`src/rtl/dmem_arbiter_if.sv`:
```
// Requester-side bundle for one dmem_arbiter port.
// Handshake: the master raises req with we/addr/wdata and holds them until it sees ack;
// ack is a one-cycle pulse with err/rdata valid only in that cycle; the master may drop
// req at the edge ending the ack cycle or keep it high (with a new payload) to go again.
interface dmem_arbiter_if;
   logic        req;
   logic        we;
   logic [31:0] addr;
   logic [31:0] wdata;
   logic        ack;
   logic        err;
   logic [31:0] rdata;

   modport master (output req, we, addr, wdata, input ack, err, rdata);
   modport slave  (input req, we, addr, wdata, output ack, err, rdata);
endinterface

```
`src/rtl/dmem_arbiter.sv`:
```
// Two-port arbiter in front of a single-port word-aligned dmem: IDLE -> ACC -> RESP,
// one access per grant, round-robin or fixed priority, out-of-range accesses flagged.
module dmem_arbiter #(
   parameter int DEPTH      = 64,
   parameter bit FIXED_PRIO = 1'b0
) (
   input  logic           clk,
   input  logic           reset,
   dmem_arbiter_if.slave  p0,
   dmem_arbiter_if.slave  p1,
   output logic           mem_we,
   output logic [31:0]    mem_a,
   output logic [31:0]    mem_wd,
   input  logic [31:0]    mem_rd,
   output logic           busy,
   output logic [1:0]     dbg_state
);

   typedef enum logic [1:0] {
      IDLE = 2'd0,
      ACC  = 2'd1,
      RESP = 2'd2
   } state_t;

   state_t      state;
   logic        last_grant;
   logic        winner;
   logic        pick1;
   logic [31:0] sel_addr;
   logic [31:0] sel_wdata;
   logic        sel_we;
   logic        acc_in_range;

   function automatic logic in_range(input logic [31:0] a);
      return a[31:2] < 30'(DEPTH);
   endfunction

   // Tie-break favours the port that was not granted last unless priority is fixed.
   always_comb begin
      pick1 = p1.req;
      if (p0.req && p1.req) begin
         pick1 = FIXED_PRIO ? 1'b0 : ~last_grant;
      end
   end

   assign sel_addr     = pick1 ? p1.addr  : p0.addr;
   assign sel_wdata    = pick1 ? p1.wdata : p0.wdata;
   assign sel_we       = pick1 ? p1.we    : p0.we;
   assign acc_in_range = in_range(mem_a);
   assign dbg_state    = state;

   // mem_a/mem_wd double as the latched request while in ACC and read zero elsewhere.
   always_ff @(posedge clk or posedge reset) begin
      if (reset) begin
         state      <= IDLE;
         last_grant <= 1'b1;
         winner     <= 1'b0;
         mem_we     <= 1'b0;
         mem_a      <= '0;
         mem_wd     <= '0;
         busy       <= 1'b0;
         p0.ack     <= 1'b0;
         p0.err     <= 1'b0;
         p0.rdata   <= '0;
         p1.ack     <= 1'b0;
         p1.err     <= 1'b0;
         p1.rdata   <= '0;
      end else begin
         case (state)
            IDLE: begin
               if (p0.req || p1.req) begin
                  winner <= pick1;
                  mem_a  <= sel_addr;
                  mem_wd <= sel_wdata;
                  mem_we <= sel_we && in_range(sel_addr);
                  busy   <= 1'b1;
                  state  <= ACC;
               end
            end
            ACC: begin
               last_grant <= winner;
               mem_we     <= 1'b0;
               mem_a      <= '0;
               mem_wd     <= '0;
               p0.ack     <= ~winner;
               p0.err     <= ~winner & ~acc_in_range;
               p0.rdata   <= (~winner & acc_in_range) ? mem_rd : 32'd0;
               p1.ack     <= winner;
               p1.err     <= winner & ~acc_in_range;
               p1.rdata   <= (winner & acc_in_range) ? mem_rd : 32'd0;
               state      <= RESP;
            end
            RESP: begin
               p0.ack   <= 1'b0;
               p0.err   <= 1'b0;
               p0.rdata <= '0;
               p1.ack   <= 1'b0;
               p1.err   <= 1'b0;
               p1.rdata <= '0;
               busy     <= 1'b0;
               state    <= IDLE;
            end
            default: begin
               state <= IDLE;
               busy  <= 1'b0;
            end
         endcase
      end
   end

endmodule

```
`src/flat_wrapper.sv`:
```
// flat-port wrapper written by rule: the top's interface ports become plain ports
module dmem_arbiter_flat 
#(
   parameter int DEPTH      = 64,
   parameter bit FIXED_PRIO = 1'b0
)
  (clk, reset, mem_we, mem_a, mem_wd, mem_rd, busy, dbg_state, p0_req, p0_we, p0_addr, p0_wdata, p0_ack, p0_err, p0_rdata, p1_req, p1_we, p1_addr, p1_wdata, p1_ack, p1_err, p1_rdata);
  dmem_arbiter_if p0_i ();
  dmem_arbiter_if p1_i ();
  input  logic clk;
  input  logic reset;
  output logic mem_we;
  output logic [31:0] mem_a;
  output logic [31:0] mem_wd;
  input  logic [31:0] mem_rd;
  output logic busy;
  output logic [1:0] dbg_state;
  input wire logic [$bits(p0_i.req)-1:0] p0_req;
  input wire logic [$bits(p0_i.we)-1:0] p0_we;
  input wire logic [$bits(p0_i.addr)-1:0] p0_addr;
  input wire logic [$bits(p0_i.wdata)-1:0] p0_wdata;
  output wire logic [$bits(p0_i.ack)-1:0] p0_ack;
  output wire logic [$bits(p0_i.err)-1:0] p0_err;
  output wire logic [$bits(p0_i.rdata)-1:0] p0_rdata;
  input wire logic [$bits(p1_i.req)-1:0] p1_req;
  input wire logic [$bits(p1_i.we)-1:0] p1_we;
  input wire logic [$bits(p1_i.addr)-1:0] p1_addr;
  input wire logic [$bits(p1_i.wdata)-1:0] p1_wdata;
  output wire logic [$bits(p1_i.ack)-1:0] p1_ack;
  output wire logic [$bits(p1_i.err)-1:0] p1_err;
  output wire logic [$bits(p1_i.rdata)-1:0] p1_rdata;
  assign p0_i.req = p0_req;
  assign p0_i.we = p0_we;
  assign p0_i.addr = p0_addr;
  assign p0_i.wdata = p0_wdata;
  assign p0_ack = p0_i.ack;
  assign p0_err = p0_i.err;
  assign p0_rdata = p0_i.rdata;
  assign p1_i.req = p1_req;
  assign p1_i.we = p1_we;
  assign p1_i.addr = p1_addr;
  assign p1_i.wdata = p1_wdata;
  assign p1_ack = p1_i.ack;
  assign p1_err = p1_i.err;
  assign p1_rdata = p1_i.rdata;
  dmem_arbiter #(.DEPTH(DEPTH), .FIXED_PRIO(FIXED_PRIO)) u_core (.clk(clk), .reset(reset), .p0(p0_i), .p1(p1_i), .mem_we(mem_we), .mem_a(mem_a), .mem_wd(mem_wd), .mem_rd(mem_rd), .busy(busy), .dbg_state(dbg_state));
endmodule
```
`config.mk`:
```
export PLATFORM = sky130hd
export DESIGN_NAME = dmem_arbiter_flat
export DESIGN_NICKNAME = d
export VERILOG_FILES = /design/src/rtl/dmem_arbiter_if.sv /design/src/rtl/dmem_arbiter.sv /design/src/flat_wrapper.sv
export SDC_FILE = /design/constraint.sdc
export NUM_CORES = 1
export LEC_CHECK = 0
export CORE_MARGIN = 8
export CORE_UTILIZATION = 44
export CTS_CLUSTER_DIAMETER = 100
export DETAILED_ROUTE_END_ITERATION = 12
export PLACE_DENSITY = 0.87
export SLEW_MARGIN = 0
export SYNTH_ARGS = -nofsm -noshare
export SYNTH_HDL_FRONTEND = slang
export SYNTH_SLANG_ARGS = --single-unit
```
`constraint.sdc`:
```
create_clock -name clk -period 9.2 [get_ports clk]
set_input_delay 2.3 -clock clk [delete_from_list [all_inputs] [get_ports clk]]
set_output_delay 2.3 -clock clk [all_outputs]
set_load 0.1 [all_outputs]
```
==> summary.md <==
| Metric | Value |
|---|---|
| Pre-antenna DRT Iters | 5 |
| Slowest cell on the critical path | clkdlybuf4s50_1 |
| Core Area | around 0.014 sq mm |
| Clock slew at reported path FFs | 0.06 ns |
| Die H | 133 microns |
| Number of antenna violations at the first check in global routing | 2 |
| Met1 usage | 0.263 |
| Worst-Skew Late Latency | 0.42 ns |
| GRT overflow | 0 |
| Post-synthesis cell type count | 32 |
| Vias | 5,292 |
| Area delta synth->final | 61.2% |
| Overall power | 3.34 mW |
| Combinational Power Share | 0.539 |
| Clock sinks | 138 |
| Final Hold Slack | 0.486 ns |
| Cell Area, Synth | 0.00607 sq mm |
| CP Class | register to output pin |
| Root Buffer | clkbuf_16 |
| Post-synth EDFFs | 0 |
| DRC viols | 0 |
| Delay-heaviest family, CP | buffers and inverters |
| Final min period | 4.35 ns |
| Commonest non-fill, non-tap cells in the layout | 301 x clkdlybuf4s50_1, 137 x dfrtp_1, 114 x o2bb2ai_1 |
| WP buf/inv | 1 |
| Post-CTS Setup Inserts | 0 |
| Row count | 43 |
| CP arrival | roughly 2.1 ns |
| Overall routed net length | 21.6 mm |
| Synth Register Bits | 138 |
| Total GRT Usage | 0.237 |
| Post-CTS sizing | 0 |
| CTS tree | done |
| Worst clock skew | 0.0176 ns |
| Hold depth | 1 |
| Max-cap violation count | 0 |
| GRT busiest layer | met2 |
| Fillers | 945 |
| Final setup fails | 0 |
| Die X | 133 microns |
| CTS Buf Count | 17 |
| Clock Power Share | 0.214 |
| Worst-path fanout max | 3 |
| Final Hold Fails | 0 |
| Worst Path Required | 6.90 ns |
| Top-level I/O count | 302 |
| GR met2 Demand/Resource | 0.390 |
| Ratio of cells with drive above 1 in the final layout | 0.0851 |
| Primary FF master, synth | dfrtp_1 |
| Crit path largest cell delay | about 1.2 ns |
| Register share of total power | 0.247 |
| Slew at the pin closest to its max-slew limit | around 1.2 ns |
| Worst setup EP type | output pin |
| Most common cell after layout, fill and taps aside | clkdlybuf4s50_1 |
| CP Depth | 1 |
| Highest ir drop seen on vdd | 262 uV |
| Headroom to the max-slew limit | 0.188 |
| Post-route ant nets | 0 |
| Net Count, Synth | 633 |
| Final net count | 920 |
| Avg Inst Size Synth | between 10 and 15 sq um |
| Initial DRC count | 391 |
| Detailed Place HPWL | 15.8 mm |
| Leakage | 4.02 nW |
| Final Wtd Congestion | 0.870 |
| Hold_buf cts | 0 |
| First-pass GRT wire length | 33.3 mm |
| Net switching power figure | 1.73 mW |
| Status | finished clean |
| Drt wl/cell | approximately 23 microns |
| RSZ-0062 raised after global routing | no |
| Switch share | 0.518 |
| Post-route setup TNS | 0 ns |
| Critical Path Source Type | register |
| Post-synthesis sequential area ratio | 0.569 |
| Port-buffer cells | 301 |
| H-tree levels | 4 |
| Achievable clock frequency | 0.230 GHz |
| Vias per cell | about 5.6 |
| Vias in the first global route | around 5,900 |
| Pwr dens | around 340 mW/mm^2 |
| CTS Buffer Depth | 2 |
| Final Cycle Share | 0.473 |
| Internal Power | 1.61 mW |
| Yosys warns | 0 |
| HP Class | register to register |
| Reg2reg path depth | 5 |
| Initial Util | 0.444 |
| Pins over their slew limit | 0 |
| Critical-path cell list | clkdlybuf4s50_1 |
| Synth async-reset ratio | 1.00 |
| GRT met3 Usage | 0.102 |
| Largest net degree at the start of global routing | 74 |
| Die ar. | 0.0178 sq mm |
| Gate Count Post-Synth | 464 |
-- registers in the layout (all words and copies together) (netlist names) --
name               flops
u_core.mem_a          32
u_core.mem_wd         32
u_core.p0.rdata       32
u_core.p1.rdata       32
u_core.dbg_state       2
u_core.busy            1
u_core.last_grant      1
u_core.mem_we          1
u_core.p0.ack          1
u_core.p0.err          1
u_core.p1.ack          1
u_core.p1.err          1
u_core.winner          1
-- per-stage QoR --
| step | util | std cells | setup slack (ns) | area (sq um) |
|---|---|---|---|---|
| detailed placement | 0.671 | 912 | 4.54 | 9170 |
| floorplan | - | 464 | 3.21 | 6070 |
| global placement | 0.671 | 912 | 4.60 | 9170 |
| CTS | 0.716 | 944 | 4.85 | 9780 |
| global route | 0.716 | 946 | 4.82 | 9790 |
| finish | 0.716 | 946 | 4.85 | 9790 |
-- layer usage --
layer / vias to the layer above / share of wire
met3: 44 / 0.11
met4: 0 / 0.025
met1: 2608 / 0.38
li1: 2363 / -
met5: - / 0
met2: 277 / 0.49
-- final cells by class --
| type | count | area, sq um | share of cell area |
|---|---|---|---|
| clock buffers | 19 | 453 | 0.0463 |
| well taps | 180 | 225 | 0.0230 |
| inverters | 7 | 31.3 | 0.00320 |
| repair buffers | 306 | 3050 | 0.312 |
| diodes | 2 | 5.00 | 0.000511 |
| flip-flops and latches | 138 | 3450 | 0.353 |
| clock inverters | 13 | 165 | 0.0169 |
| multi-input cells | 281 | 2400 | 0.246 |
-- path summary, 6_finish.rpt --
path	start	to	slack (ns)
max in group asynchronous	reset	u_core.p1.rdata[23]$_DFFE_PP0P_	5.48
worst max-delay path	u_core.mem_a[10]$_DFFE_PP0P_	mem_a[10]	4.85
worst min-delay path	u_core.p0.rdata[31]$_DFFE_PP0P_	u_core.p0.rdata[31]$_DFFE_PP0P_	0.49
worst min register to register	u_core.p0.rdata[31]$_DFFE_PP0P_	u_core.p0.rdata[31]$_DFFE_PP0P_	0.49
min in group asynchronous	reset	u_core.mem_a[0]$_DFFE_PP0P_	2.35
worst max register to register	u_core.dbg_state[0]$_DFFE_PP0N_	u_core.p0.rdata[6]$_DFFE_PP0P_	6.89
-- cells in the mapped netlist, types with 3 or more instances --
master,n,area [sq um]
nand4_1,3,18.8
buf_1,5,18.8
o2bb2ai_2,14,210
dfrtp_1,137,3430
nor2_1,6,22.5
buf_2,14,70.1
inv_1,7,26.3
nand2_1,38,143
buf_6,6,67.6
nor4_1,12,75.1
clkbuf_1,12,45.0
mux2i_1,65,651
o2bb2ai_1,114,998
o21ai_0,5,25.0
ha_1,3,37.5
-- power groups by stage --
stage / Combinational [mW] / Clock [mW] / Sequential, mW
CTS: 1.81 / 0.725 / 0.825
global route: 1.88 / 0.753 / 0.839
global placement: 1.77 / 0 / 0.829
detailed placement: 1.80 / 0 / 0.829
finish: 1.80 / 0.713 / 0.825
floorplan: 0.510 / 0 / 1.64
-- cells by family (layout without fill, tap and decap cells) --
kind of cell | after synthesis | count (layout) | synth area share
buf+inv | 45 | 345 | 0.0387
flops | 138 | 138 | 0.569
mux | 66 | 66 | 0.109
compound gates | 140 | 140 | 0.213
fa+ha+maj | 3 | 3 | 0.00618
other cells | 0 | 2 | 0
simple gates | 72 | 72 | 0.0643
No activity file was read; power rests on OpenSTA's default activity.
